## src/rtl/fifo_buffer_if.sv

```systemverilog
// Handshake and data bundle for the digest-capture byte FIFO.
// The producer/consumer side uses master; the FIFO itself uses slave.
interface fifo_buffer_if #(
    parameter int DATA_WIDTH = 8
);
    logic                  wr;
    logic                  rd;
    logic [DATA_WIDTH-1:0] din;
    logic                  empty;
    logic                  full;
    logic [DATA_WIDTH-1:0] dout;

    modport master (output wr, rd, din, input empty, full, dout);
    modport slave  (input wr, rd, din, output empty, full, dout);
endinterface

```

## src/rtl/fifo_buffer.sv

```systemverilog
// Synchronous byte FIFO that captures SHA-256 digest bytes and replays them in order.
// Occupancy is tracked by a counter, so pointer wrap never decides full/empty.
module fifo_buffer #(
    parameter int DATA_WIDTH = 8,
    parameter int ADDR_WIDTH = 5
) (
    input logic          clock,
    input logic          reset,
    fifo_buffer_if.slave bus
);
    localparam int DEPTH = 1 << ADDR_WIDTH;
    localparam logic [ADDR_WIDTH:0] DEPTH_CNT = DEPTH[ADDR_WIDTH:0];

    logic [DATA_WIDTH-1:0] mem [DEPTH];
    logic [ADDR_WIDTH-1:0] wptr;
    logic [ADDR_WIDTH-1:0] rptr;
    logic [ADDR_WIDTH:0]   count;
    logic [ADDR_WIDTH:0]   count_next;
    logic                  empty_q;
    logic                  full_q;
    logic [DATA_WIDTH-1:0] dout_q;
    logic                  do_wr;
    logic                  do_rd;

    // A read in the same cycle frees a slot, so a write while full still succeeds.
    assign do_rd = bus.rd & ~empty_q;
    assign do_wr = bus.wr & (~full_q | do_rd);

    always_comb begin
        count_next = count;
        if (do_wr && !do_rd) begin
            count_next = count + 1'b1;
        end else if (do_rd && !do_wr) begin
            count_next = count - 1'b1;
        end
    end

    // NOTE: sequential state uses non-blocking assignments so every register
    // samples pre-edge values, regardless of statement order.
    always_ff @(posedge clock) begin
        if (reset) begin
            wptr    <= '0;
            rptr    <= '0;
            count   <= '0;
            empty_q <= 1'b1;
            full_q  <= 1'b0;
            dout_q  <= '0;
        end else begin
            if (do_wr) begin
                wptr <= wptr + 1'b1;
            end
            if (do_rd) begin
                rptr   <= rptr + 1'b1;
                dout_q <= mem[rptr];
            end
            count   <= count_next;
            empty_q <= (count_next == '0);
            full_q  <= (count_next == DEPTH_CNT);
        end
    end

    // NOTE: the storage array is deliberately left out of reset; its contents are
    // never observable before being written, and this keeps it mappable to RAM.
    always_ff @(posedge clock) begin
        if (!reset && do_wr) begin
            mem[wptr] <= bus.din;
        end
    end

    assign bus.empty = empty_q;
    assign bus.full  = full_q;
    assign bus.dout  = dout_q;
endmodule

```

## src/flat_wrapper.sv

```systemverilog
// flat-port wrapper written by rule: the top's interface ports become plain ports
module fifo_buffer_flat 
#(
    parameter int DATA_WIDTH = 8,
    parameter int ADDR_WIDTH = 5
)
  (clock, reset, bus_wr, bus_rd, bus_din, bus_empty, bus_full, bus_dout);
  fifo_buffer_if #(.DATA_WIDTH(DATA_WIDTH)) bus_i ();
  input logic clock;
  input logic reset;
  input wire logic [$bits(bus_i.wr)-1:0] bus_wr;
  input wire logic [$bits(bus_i.rd)-1:0] bus_rd;
  input wire logic [$bits(bus_i.din)-1:0] bus_din;
  output wire logic [$bits(bus_i.empty)-1:0] bus_empty;
  output wire logic [$bits(bus_i.full)-1:0] bus_full;
  output wire logic [$bits(bus_i.dout)-1:0] bus_dout;
  assign bus_i.wr = bus_wr;
  assign bus_i.rd = bus_rd;
  assign bus_i.din = bus_din;
  assign bus_empty = bus_i.empty;
  assign bus_full = bus_i.full;
  assign bus_dout = bus_i.dout;
  fifo_buffer #(.DATA_WIDTH(DATA_WIDTH), .ADDR_WIDTH(ADDR_WIDTH)) u_core (.clock(clock), .reset(reset), .bus(bus_i));
endmodule
```

## config.mk

```make
export PLATFORM = sky130hd
export DESIGN_NAME = fifo_buffer_flat
export DESIGN_NICKNAME = d
export VERILOG_FILES = /design/src/rtl/fifo_buffer_if.sv /design/src/rtl/fifo_buffer.sv /design/src/flat_wrapper.sv
export SDC_FILE = /design/constraint.sdc
export NUM_CORES = 1
export LEC_CHECK = 0
export CORE_MARGIN = 2
export CORE_UTILIZATION = 40
export CTS_BUF_LIST = sky130_fd_sc_hd__clkbuf_8
export DETAILED_ROUTE_END_ITERATION = 8
export PLACE_DENSITY = 0.54
export SYNTH_ARGS = -nofsm -noshare
export SYNTH_HDL_FRONTEND = slang
export SYNTH_SLANG_ARGS = --single-unit
```

## constraint.sdc

```tcl
create_clock -name clock -period 2.1 [get_ports clock]
set_clock_uncertainty 0.1 [all_clocks]
set_input_delay 0.315 -clock clock [delete_from_list [all_inputs] [get_ports clock]]
set_output_delay 0.315 -clock clock [all_outputs]
set_load 0.1 [all_outputs]
```

==> results.cfg <==
[run_status]
status = complete, but fails checks
violations = setup timing

[finish]
multiInputGateArea_mm2 = 0.00316
finish.utilization_pct = 49.8
fin_area_mm2 = 0.0137
syn2layout_area_growth_pct = 23.3
ff_latch_area_mm2 = 0.00822
final_nets = 726
diodes = 0
fill_cells = 2260
instances_no_fill = 1117
drive_gt1_share_pct = 34.9

[critical_path]
crit_path_start_kind = flop
path_class = reg -> reg
r2r_slack_ns = -0.10
end_kind = flop
critPathRequiredTime_ns = 2.43
worstPathArrival_ns = 2.53
crit_fanout = 5
r2r-end = u_core.bus.dout[5]
reg2reg_from = u_core.rptr[0]
r2r_cells = 8

[pwr]
pwr-share-clk_pct = 35.5
p_int_w = 0.00903
p_leak_nw = 4.42
combPwrFrac_pct = 12.2
powerDensity_mw_per_mm2 = 869
switchingPower_w = 0.00288
max-vdd-ir-drop_mv = 0.371
seqPwrFrac_pct = 52.3
power.share.switching_pct = 24.2

[die]
die-area_mm2 = 0.0292
core_mm2 = 0.0276
fp.dieW_um = 171
initial_core_util_pct = 40.4
num_io_pins = 22
chipHeight_um = 171
row_count = 61

[logic_synthesis]
synthDistinctLibCells = 48
async_reset_ff_share_pct = 0
synth-seq-cells = 282
synth.avg_cell_area_um2 = 18.5
synth_edf_count = 256
synth_compound_area_share_pct = 5.32
synthAdderAreaFrac_pct = 0.787
synthMuxAreaShare_pct = 12.8
synth_nets = 619
synth_xor_xnor_area_share_pct = 0.945
ys_warn_count = 0
ys_seq_area_share_pct = 73.8
synth_cells = 600
synthSimpleGateAreaFrac_pct = 4.57
synth_area_mm2 = 0.0111
synth_top_family_by_area = multiplexers
synthFlopType = edfxtp_1

[drt]
wirelength_um = 24800
drt.antenna.violating_nets = 0
wire_per_inst_um = 22.2
avgViaCountPerCell = 5.24
num_vias = 5850
drtPass1Iterations = 5
drc = 0
drt_iter0_markers = 473

[clock_network]
cts_hold_buf = 0
clock-sinks = 282
worstSkewPairLatency_ns = 0.54
max-clock-path-buffers = 3
clkTransAtPathRegs_ns = 0.06
htree_levels = 2
cts.root.buffer_cell = clkbuf_8
numCtsBuffers = 45
cts_tree = built

[timing]
min_period_ns = 2.20
setup_slack_ns = -0.103
rsz0062_at_grt = true
maxSlewHeadroom_pct = 50.2
maxSlewViolCount = 0
hold_viol = 0
worstMarginPinSlew_ns = 0.744
setup_viol = 8
fin_crit_sh_pct = 105
clock.fmax_ghz = 0.454

[placement]
gp_congestion = 0.789
dp_cells = 1031
hpwlAfterDp_um = 15600
port_buffers = 21
place_area_mm2 = 0.0126

[global_routing]
grt.total_usage_pct = 17.5
grt_max_degree = 33
grt_pass1_wl_um = 37600
antenna_found_initial = 0
grt_overflow = 0
grt_pass1_vias = 6215

[flow_run]
cap_violations = 0

[hold_path]
min_from = reset
hold_class = in -> reg
hold_end = u_core.bus.empty
min_path_cells = 4
## synthesized netlist by cell type (all sizes together) (8+ instances only)
| cell type | count | area (um2) |
|---|---|---|
| a2111oi | 8 | 109 |
| a21oi | 17 | 85.1 |
| a22o | 14 | 123 |
| a22oi | 8 | 60.1 |
| buf | 13 | 104 |
| clkbuf | 19 | 71.3 |
| dfxtp | 26 | 521 |
| edfxtp | 256 | 7690 |
| mux2i | 31 | 310 |
| mux4 | 49 | 1120 |
| nand2 | 15 | 56.3 |
| nor2 | 50 | 188 |
| o221ai | 8 | 70.1 |
| xor2 | 8 | 70.1 |
## per-layer routing
layer  GRT usage, %  vias up  wire length (um)
li1               -     2652                 -
met1           24.1     3024             11300
met2           28.9      130             12000
met3           3.01       44               930
met4           5.05        0               524
met5              0        -                 0
## worst max-delay path, cell delays in order, from the launching register on
cell and delay [ns]:
dfxtp_4 0.38, buf_12 0.14, buf_12 0.12, mux4_2 0.51, a22o_4 0.25, a2111oi_4 0.19
buf_4 0.18, a21oi_2 0.04, a22o_1 0.18
## through the flow
step                      total power [W]  hold slack, ns  TNS, ns  setup WS [ns]
final                              0.0119           0.429   -0.561         -0.103
after global routing               0.0123           0.442    -1.20         -0.178
after CTS                          0.0121           0.418   -0.637         -0.105
after detailed placement          0.00765           0.416   -37.79         -0.449
after global placement            0.00763           0.421   -32.73         -0.435
after floorplan                   0.00718           0.314        0         0.0132
## worst max-delay path by stage
stage          cells after the start                 end              from
3_5_place_dp                       6  u_core.bus.dout[6]    u_core.rptr[0]
5_1_grt                            8  u_core.bus.dout[5]    u_core.rptr[0]
2_1_floorplan                      6   u_core.mem[19][0]  u_core.bus.empty
6_report                           8  u_core.bus.dout[5]    u_core.rptr[0]
3_3_place_gp                       6  u_core.bus.dout[6]    u_core.rptr[0]
4_1_cts                            8  u_core.bus.dout[0]    u_core.rptr[0]
## cells by family (layout without fill, tap and decap cells)
logic type | after synthesis | count (layout)
adders and majority gates | 7 | 7
muxes | 80 | 80
AOI/OAI and AO/OA | 77 | 77
xor gates and xnor gates | 12 | 12
DFF | 282 | 282
buffers and inverters | 38 | 177
and+or+nand+nor | 104 | 104
## sequential cells by signal, indices dropped and copies added (netlist names)
| name | flops |
|---|---|
| u_core.bus.dout | 8 |
| u_core.bus.full | 1 |
| u_core.mem | 256 |
| u_core.bus.empty | 1 |
| u_core.rptr | 5 |
| u_core.wptr | 5 |
| u_core.count | 6 |
## cells in the final DEF, fill, tap and decap left out, drive strengths merged, types with 3 or more instances in the layout
cell type | synthesis | routed
nor2b | 5 | 5
or3 | 3 | 3
ha | 7 | 7
clkinv | 0 | 17
buf | 13 | 81
mux2i | 31 | 31
nand3b | 4 | 4
o22ai | 7 | 7
inv | 6 | 20
a2111oi | 8 | 8
xor2 | 8 | 8
a22o | 14 | 14
clkdlybuf4s50 | 0 | 11
nor2 | 50 | 50
nand2 | 15 | 15
clkbuf | 19 | 47
a21oi | 17 | 17
and2 | 7 | 7
edfxtp | 256 | 256
xnor2 | 4 | 4
a31oi | 3 | 3
nand3 | 4 | 4
mux4 | 49 | 49
o21ai | 5 | 5
dfxtp | 26 | 26
o221ai | 8 | 8
a22oi | 8 | 8
nand4 | 4 | 4
## power by group through the flow
stage / Clock (W) / Sequential, W / Combinational, W
3_3_place_gp: 0 / 0.00636 / 0.00127
4_1_cts: 0.00436 / 0.00623 / 0.00147
5_1_grt: 0.00457 / 0.00624 / 0.00155
3_5_place_dp: 0 / 0.00636 / 0.00129
6_report: 0.00423 / 0.00623 / 0.00146
2_1_floorplan: 0 / 0.00649 / 0.000695
## area by class of cell
class / instances / share of cell area, %
tap: 378 / 3.45
clock inverter: 32 / 1.11
clock buffer: 47 / 4.72
multi-input combinational: 280 / 23.0
sequential: 282 / 59.9
inverter: 6 / 0.164
timing repair buffer: 92 / 7.66
## what timing repair did
action                                  in CTS  in global routing
gates cloned                                 3                  0
setup buffers                                5                  1
pin swaps                                    9                  1
endpoints found under the setup margin       8                 10
gates resized for setup                     34                  8
Power figures use the tool's default switching activity.
